===== config.mk =====
export PLATFORM = sky130hd
export DESIGN_NAME = imem_program_loader
export DESIGN_NICKNAME = d
export VERILOG_FILES = /design/src/rtl/imem_program_loader.sv
export SDC_FILE = /design/constraint.sdc
export NUM_CORES = 1
export LEC_CHECK = 0
export ABC_AREA = 1
export CORE_ASPECT_RATIO = 0.75
export CORE_MARGIN = 2
export CORE_UTILIZATION = 62
export CTS_CLUSTER_DIAMETER = 100
export DETAILED_ROUTE_END_ITERATION = 6
export DONT_BUFFER_PORTS = 1
export PLACE_DENSITY_LB_ADDON = 0.1
export SYNTH_ARGS = -nofsm -noshare
export SYNTH_HDL_FRONTEND = slang
export SYNTH_SLANG_ARGS = --single-unit

===== constraint.sdc =====
create_clock -name Clk -period 1.8 [get_ports Clk]
set_clock_uncertainty 0.1 [all_clocks]
set_input_delay 0.45 -clock Clk [delete_from_list [all_inputs] [get_ports Clk]]
set_output_delay 0.45 -clock Clk [all_outputs]
set_load 0.03 [all_outputs]

===== src/rtl/imem_program_loader.sv =====
// Instruction-memory program loader: turns a count/word-pairs/checksum byte
// stream into single-cycle instruction-store writes while holding the CPU in reset.
module imem_program_loader #(
  parameter int ADDR_W = 7,
  parameter int DATA_W = 16
) (
  input  logic              Clk,
  input  logic              Reset,
  input  logic              Start,
  input  logic [7:0]        InData,
  input  logic              InValid,
  output logic              InReady,
  output logic [ADDR_W-1:0] IMemAddr,
  output logic [DATA_W-1:0] IMemData,
  output logic              IMemWrite,
  output logic              CpuHold,
  output logic              Busy,
  output logic              Done,
  output logic              Error,
  output logic [ADDR_W:0]   WordsLoaded
);

  typedef enum logic [2:0] {
    S_IDLE,
    S_COUNT,
    S_HI,
    S_LO,
    S_WRITE,
    S_CHECK,
    S_DONE,
    S_ERROR
  } state_t;

  localparam int unsigned   DEPTH   = 1 << ADDR_W;
  localparam logic [ADDR_W:0] DEPTH_W = (ADDR_W+1)'(DEPTH);

  state_t              state_q, state_d;
  logic [ADDR_W:0]     n_q;
  logic [ADDR_W:0]     words_loaded;
  logic [ADDR_W:0]     wl_next;
  logic [7:0]          hi_q;
  logic [7:0]          acc_q;
  logic [ADDR_W-1:0]   addr_q;
  logic [DATA_W-1:0]   data_q;
  logic [ADDR_W:0]     count_n;
  logic                count_bad;
  logic                accept;
  logic                start_load;

  assign accept     = InValid && InReady;
  assign wl_next    = words_loaded + (ADDR_W+1)'(1);
  assign start_load = Start && (state_q == S_IDLE || state_q == S_DONE ||
                                state_q == S_ERROR);

  // A count byte of zero means a full store; anything above capacity is refused.
  always_comb begin
    count_n   = DEPTH_W;
    count_bad = 1'b0;
    if (InData != 8'd0) begin
      count_n   = (ADDR_W+1)'(InData);
      count_bad = 32'(InData) > DEPTH;
    end
  end

  // State register; reset has priority over everything, including Start.
  always_ff @(posedge Clk) begin
    // NOTE: sequential state uses non-blocking assignments so every register
    // samples pre-edge values regardless of process evaluation order.
    if (!Reset) state_q <= S_IDLE;
    else        state_q <= state_d;
  end

  always_comb begin
    // NOTE: every output and next-state gets a default before the case so no
    // path through the block leaves a value unassigned and infers a latch.
    state_d   = state_q;
    InReady   = 1'b0;
    IMemWrite = 1'b0;
    Busy      = 1'b0;
    Done      = 1'b0;
    Error     = 1'b0;
    CpuHold   = 1'b1;
    case (state_q)
      S_IDLE: begin
        if (Start) state_d = S_COUNT;
      end
      S_COUNT: begin
        InReady = 1'b1;
        Busy    = 1'b1;
        if (accept) state_d = count_bad ? S_ERROR : S_HI;
      end
      S_HI: begin
        InReady = 1'b1;
        Busy    = 1'b1;
        if (accept) state_d = S_LO;
      end
      S_LO: begin
        InReady = 1'b1;
        Busy    = 1'b1;
        if (accept) state_d = S_WRITE;
      end
      S_WRITE: begin
        IMemWrite = 1'b1;
        Busy      = 1'b1;
        state_d   = (wl_next == n_q) ? S_CHECK : S_HI;
      end
      S_CHECK: begin
        InReady = 1'b1;
        Busy    = 1'b1;
        if (accept) state_d = (InData == acc_q) ? S_DONE : S_ERROR;
      end
      S_DONE: begin
        Done    = 1'b1;
        CpuHold = 1'b0;
        if (Start) state_d = S_COUNT;
      end
      S_ERROR: begin
        Error = 1'b1;
        if (Start) state_d = S_COUNT;
      end
      default: state_d = S_IDLE;
    endcase
  end

  // Write address/data are captured with the low byte so they are stable for
  // the whole WRITE cycle and hold afterwards; only IMemWrite qualifies them.
  always_ff @(posedge Clk) begin
    if (!Reset) begin
      n_q          <= '0;
      words_loaded <= '0;
      hi_q         <= '0;
      acc_q        <= '0;
      addr_q       <= '0;
      data_q       <= '0;
    end else begin
      if (start_load) begin
        words_loaded <= '0;
        acc_q        <= '0;
      end
      case (state_q)
        S_COUNT: if (accept) n_q <= count_n;
        S_HI: if (accept) begin
          hi_q  <= InData;
          acc_q <= acc_q ^ InData;
        end
        S_LO: if (accept) begin
          addr_q <= words_loaded[ADDR_W-1:0];
          data_q <= DATA_W'({hi_q, InData});
          acc_q  <= acc_q ^ InData;
        end
        S_WRITE: words_loaded <= wl_next;
        default: ;
      endcase
    end
  end

  assign IMemAddr    = addr_q;
  assign IMemData    = data_q;
  assign WordsLoaded = words_loaded;

endmodule


==> run_results.csv <==
group,metric,value,unit
status,status,"finished, violations left",
status,violations,"negative setup slack",
synth,yosysSeqAreaShare,0.4255,
cts,cts_sinks,58,
sta,fmax,536.5,MHz
cells_and_area,num-nets-final,424,
global_routing,antenna_found_initial,0,
run,max_cap_viol_count,0,
sta,layout_min_cycle_time,1.864,ns
sta,worstMarginPinSlew,0.5181,ns
pwr,p_per_area,1500,nW/µm²
die,die_x,80.61,µm
cts,cts_made_buffers,9,
pwr,peakVddDrop,1.235,mV
synth,postSynthAreaPerCell,7.277,µm²
cells_and_area,area_growth,23.02,%
placement,dp_slack,0.06607,ns
die,fp-row-count,20,
cells_and_area,drive_gt1_frac,0.2428,
synth,mappedNetlistArea,2729,µm²
worst_setup_path,startpoint_type,"flop",
sta,setup_ws,-0.06386,ns
worst_setup_path,path_max_fanout,17,
global_routing,grt_use_total,0.3002,
cells_and_area,final_core_util,0.8130,
routing,vias,2726,
synth,ys_types,31,
synth,yosys_warnings,0,
worst_setup_path,arrival,2.00,ns
global_routing,grt_pass1_vias,2394,
worst_setup_path,cp-startpoint,"state_q[0]",
worst_setup_path,rr_startpoint,"state_q[0]",
cts,cts.path.max_buffers,2,
sta,hold_viol,0,
worst_setup_path,worstPathRequired,1.94,ns
synth,yosysTopAreaCell,"dfxtp_1",
sta,fin_hold_ws,0.1285,ns
routing,drc,0,
worst_setup_path,worstPathCellList,"buf_4 -> nor2_1 -> inv_1 -> nor2_1 -> inv_1 -> nor2_1 -> nor2_1",
placement,dp_hpwl,4681,µm
sta,drv_slew,0,
die,fp.coreArea,4129,µm²
worst_setup_path,endpoint_kind,"flop",
routing,routedWlPerCell,15.94,µm
routing,drt_iter0_drc,210,
sta,period_share,1.035,
global_routing,grt.overflow.total,0,
worst_setup_path,slowest_delay,0.37,ns
synth,synth_ff_type,"dfxtp_1",
synth,synth_top_area_frac,0.4255,
worst_setup_path,critPathSlowestCell,"nor2_1",
placement,port_buffers,0,
synth,synth_edf_count,0,
global_routing,grt_first_pass_wirelength,11070,µm
die,die_y,61.46,µm
cts,cts_tree,"built",
sta,rsz0062_at_grt,"yes",
routing,drt_first_pass_iters,5,
synth,synthCells,375,
min_path,hold_class,"in2reg",
routing,viasPerCell,5.788,
routing,ant_nets,0,
placement,place_congestion,0.9319,
worst_setup_path,path_class,"reg2reg",
cells_and_area,num_antenna_cells,0,
cts,htree_levels,3,
die,start_util,0.6609,
die,die_area,4954,µm²
cells_and_area,layout_common_cells,"nand2_1, dfxtp_1, a21oi_1",
cells_and_area,layout_commonest_cell,"nand2_1",
die,io_pins,49,
synth,syn-num-nets,388,
sta,setup_viol_count_final,2,
routing,drt_wl_total,7508,µm
synth,async_flop_share,0,
min_path,hold_start,"InData[7]",
cts,cts-root-buf,"clkbuf_8",
pwr,leakage,0.001379,µW
sta,max-slew-margin-rel,0.6525,
synth,ys_seq_elements,58,
global_routing,grt_max_degree,25,
synth,synthTopCellsByArea,"dfxtp_1, nand2_1, a21oi_1",
cts,insertion_delay,0.36,ns
worst_setup_path,crit_top_cell,"nor2_1",
cts,clkSlewWorstSetupHoldPaths,0.08,ns
-- registers in the layout (all words and copies together), names as in the netlist --
name         count
acc_q            8
WordsLoaded      8
hi_q             8
state_q          3
n_q              8
IMemAddr         7
IMemData        16
-- through the flow --
stage	setup TNS, ns	cell area [µm²]	total power, µW	std cells
3_5_place_dp	0	2969	3220	442
6_report	-0.1085	3357	5037	471
4_1_cts	-0.07607	3262	4756	463
3_3_place_gp	0	2969	3187	442
5_1_grt	-0.3641	3357	5266	471
2_1_floorplan	0	2734	2739	375
-- cell families (layout without fill, tap and decap cells) --
| logic type | count (synthesis) | count (layout) | synth area share |
|---|---|---|---|
| simple gates | 174 | 174 | 0.3104 |
| compound gates | 76 | 76 | 0.1458 |
| flops | 58 | 58 | 0.4255 |
| buf+inv | 56 | 97 | 0.08161 |
| xor+xnor | 10 | 10 | 0.03209 |
| fa+ha+maj | 1 | 1 | 0.004584 |
-- repair_timing --
item,in CTS,in global routing
setup endpoints to repair,4,11
hold buffers,0,0
pin swaps,1,4
cloned,1,0
resized for setup,10,10
setup buffers,4,8
-- cell type report --
cell class,instances,area [µm²]
inverter,39,151.4
sequential,58,1170
clock inverter,7,101.3
multi-input combinational,261,1393
clock buffer,9,123.9
tap,55,68.82
timing repair buffer,42,349.1
fill,274,772.0
-- layer usage --
layer | vias to the layer above | GRT usage | routed length, µm
li1 | 1304 | - | -
met1 | 1253 | 0.3591 | 3011
met2 | 146 | 0.4964 | 3526
met3 | 23 | 0.1261 | 775
met4 | 0 | 0.1041 | 194
met5 | - | 0 | 0
-- critical path, delay by kind of cell, from the launching register on --
family | cells | cell delay (ns)
buf+inv | 3 | 0.49
flops | 1 | 0.34
simple gates | 4 | 0.80
-- power breakdown --
| part | leakage [µW] | switching (µW) | internal, µW |
|---|---|---|---|
| clock | 0.000106 | 583 | 787 |
| combinational | 0.000801 | 1260 | 803 |
| sequential | 0.000472 | 156 | 1450 |
| total | 0.00138 | 2000 | 3040 |
-- synthesized netlist by cell type, types with 2 or more instances --
master,instances
a211oi_1,6
a21oi_1,52
buf_2,7
clkbuf_1,8
dfxtp_1,58
inv_1,29
inv_2,9
nand2_1,72
nand2_2,5
nand2_4,2
nand3_1,45
nand3_2,2
nand4_1,2
nor2_1,30
nor2_2,4
nor2_4,5
nor3_1,2
o21ai_0,7
o21ai_1,10
xnor2_1,5
xor2_1,5
-- final timing paths --
check / endpoint / slack [ns] / cells past startpoint
hold / removal: n_q[7] / 0.13 / 2
hold reg to reg: IMemData[13] / 0.39 / 2
setup / recovery: hi_q[6] / -0.06 / 7
setup reg to reg: hi_q[6] / -0.06 / 7
Power figures use the tool's default switching activity.
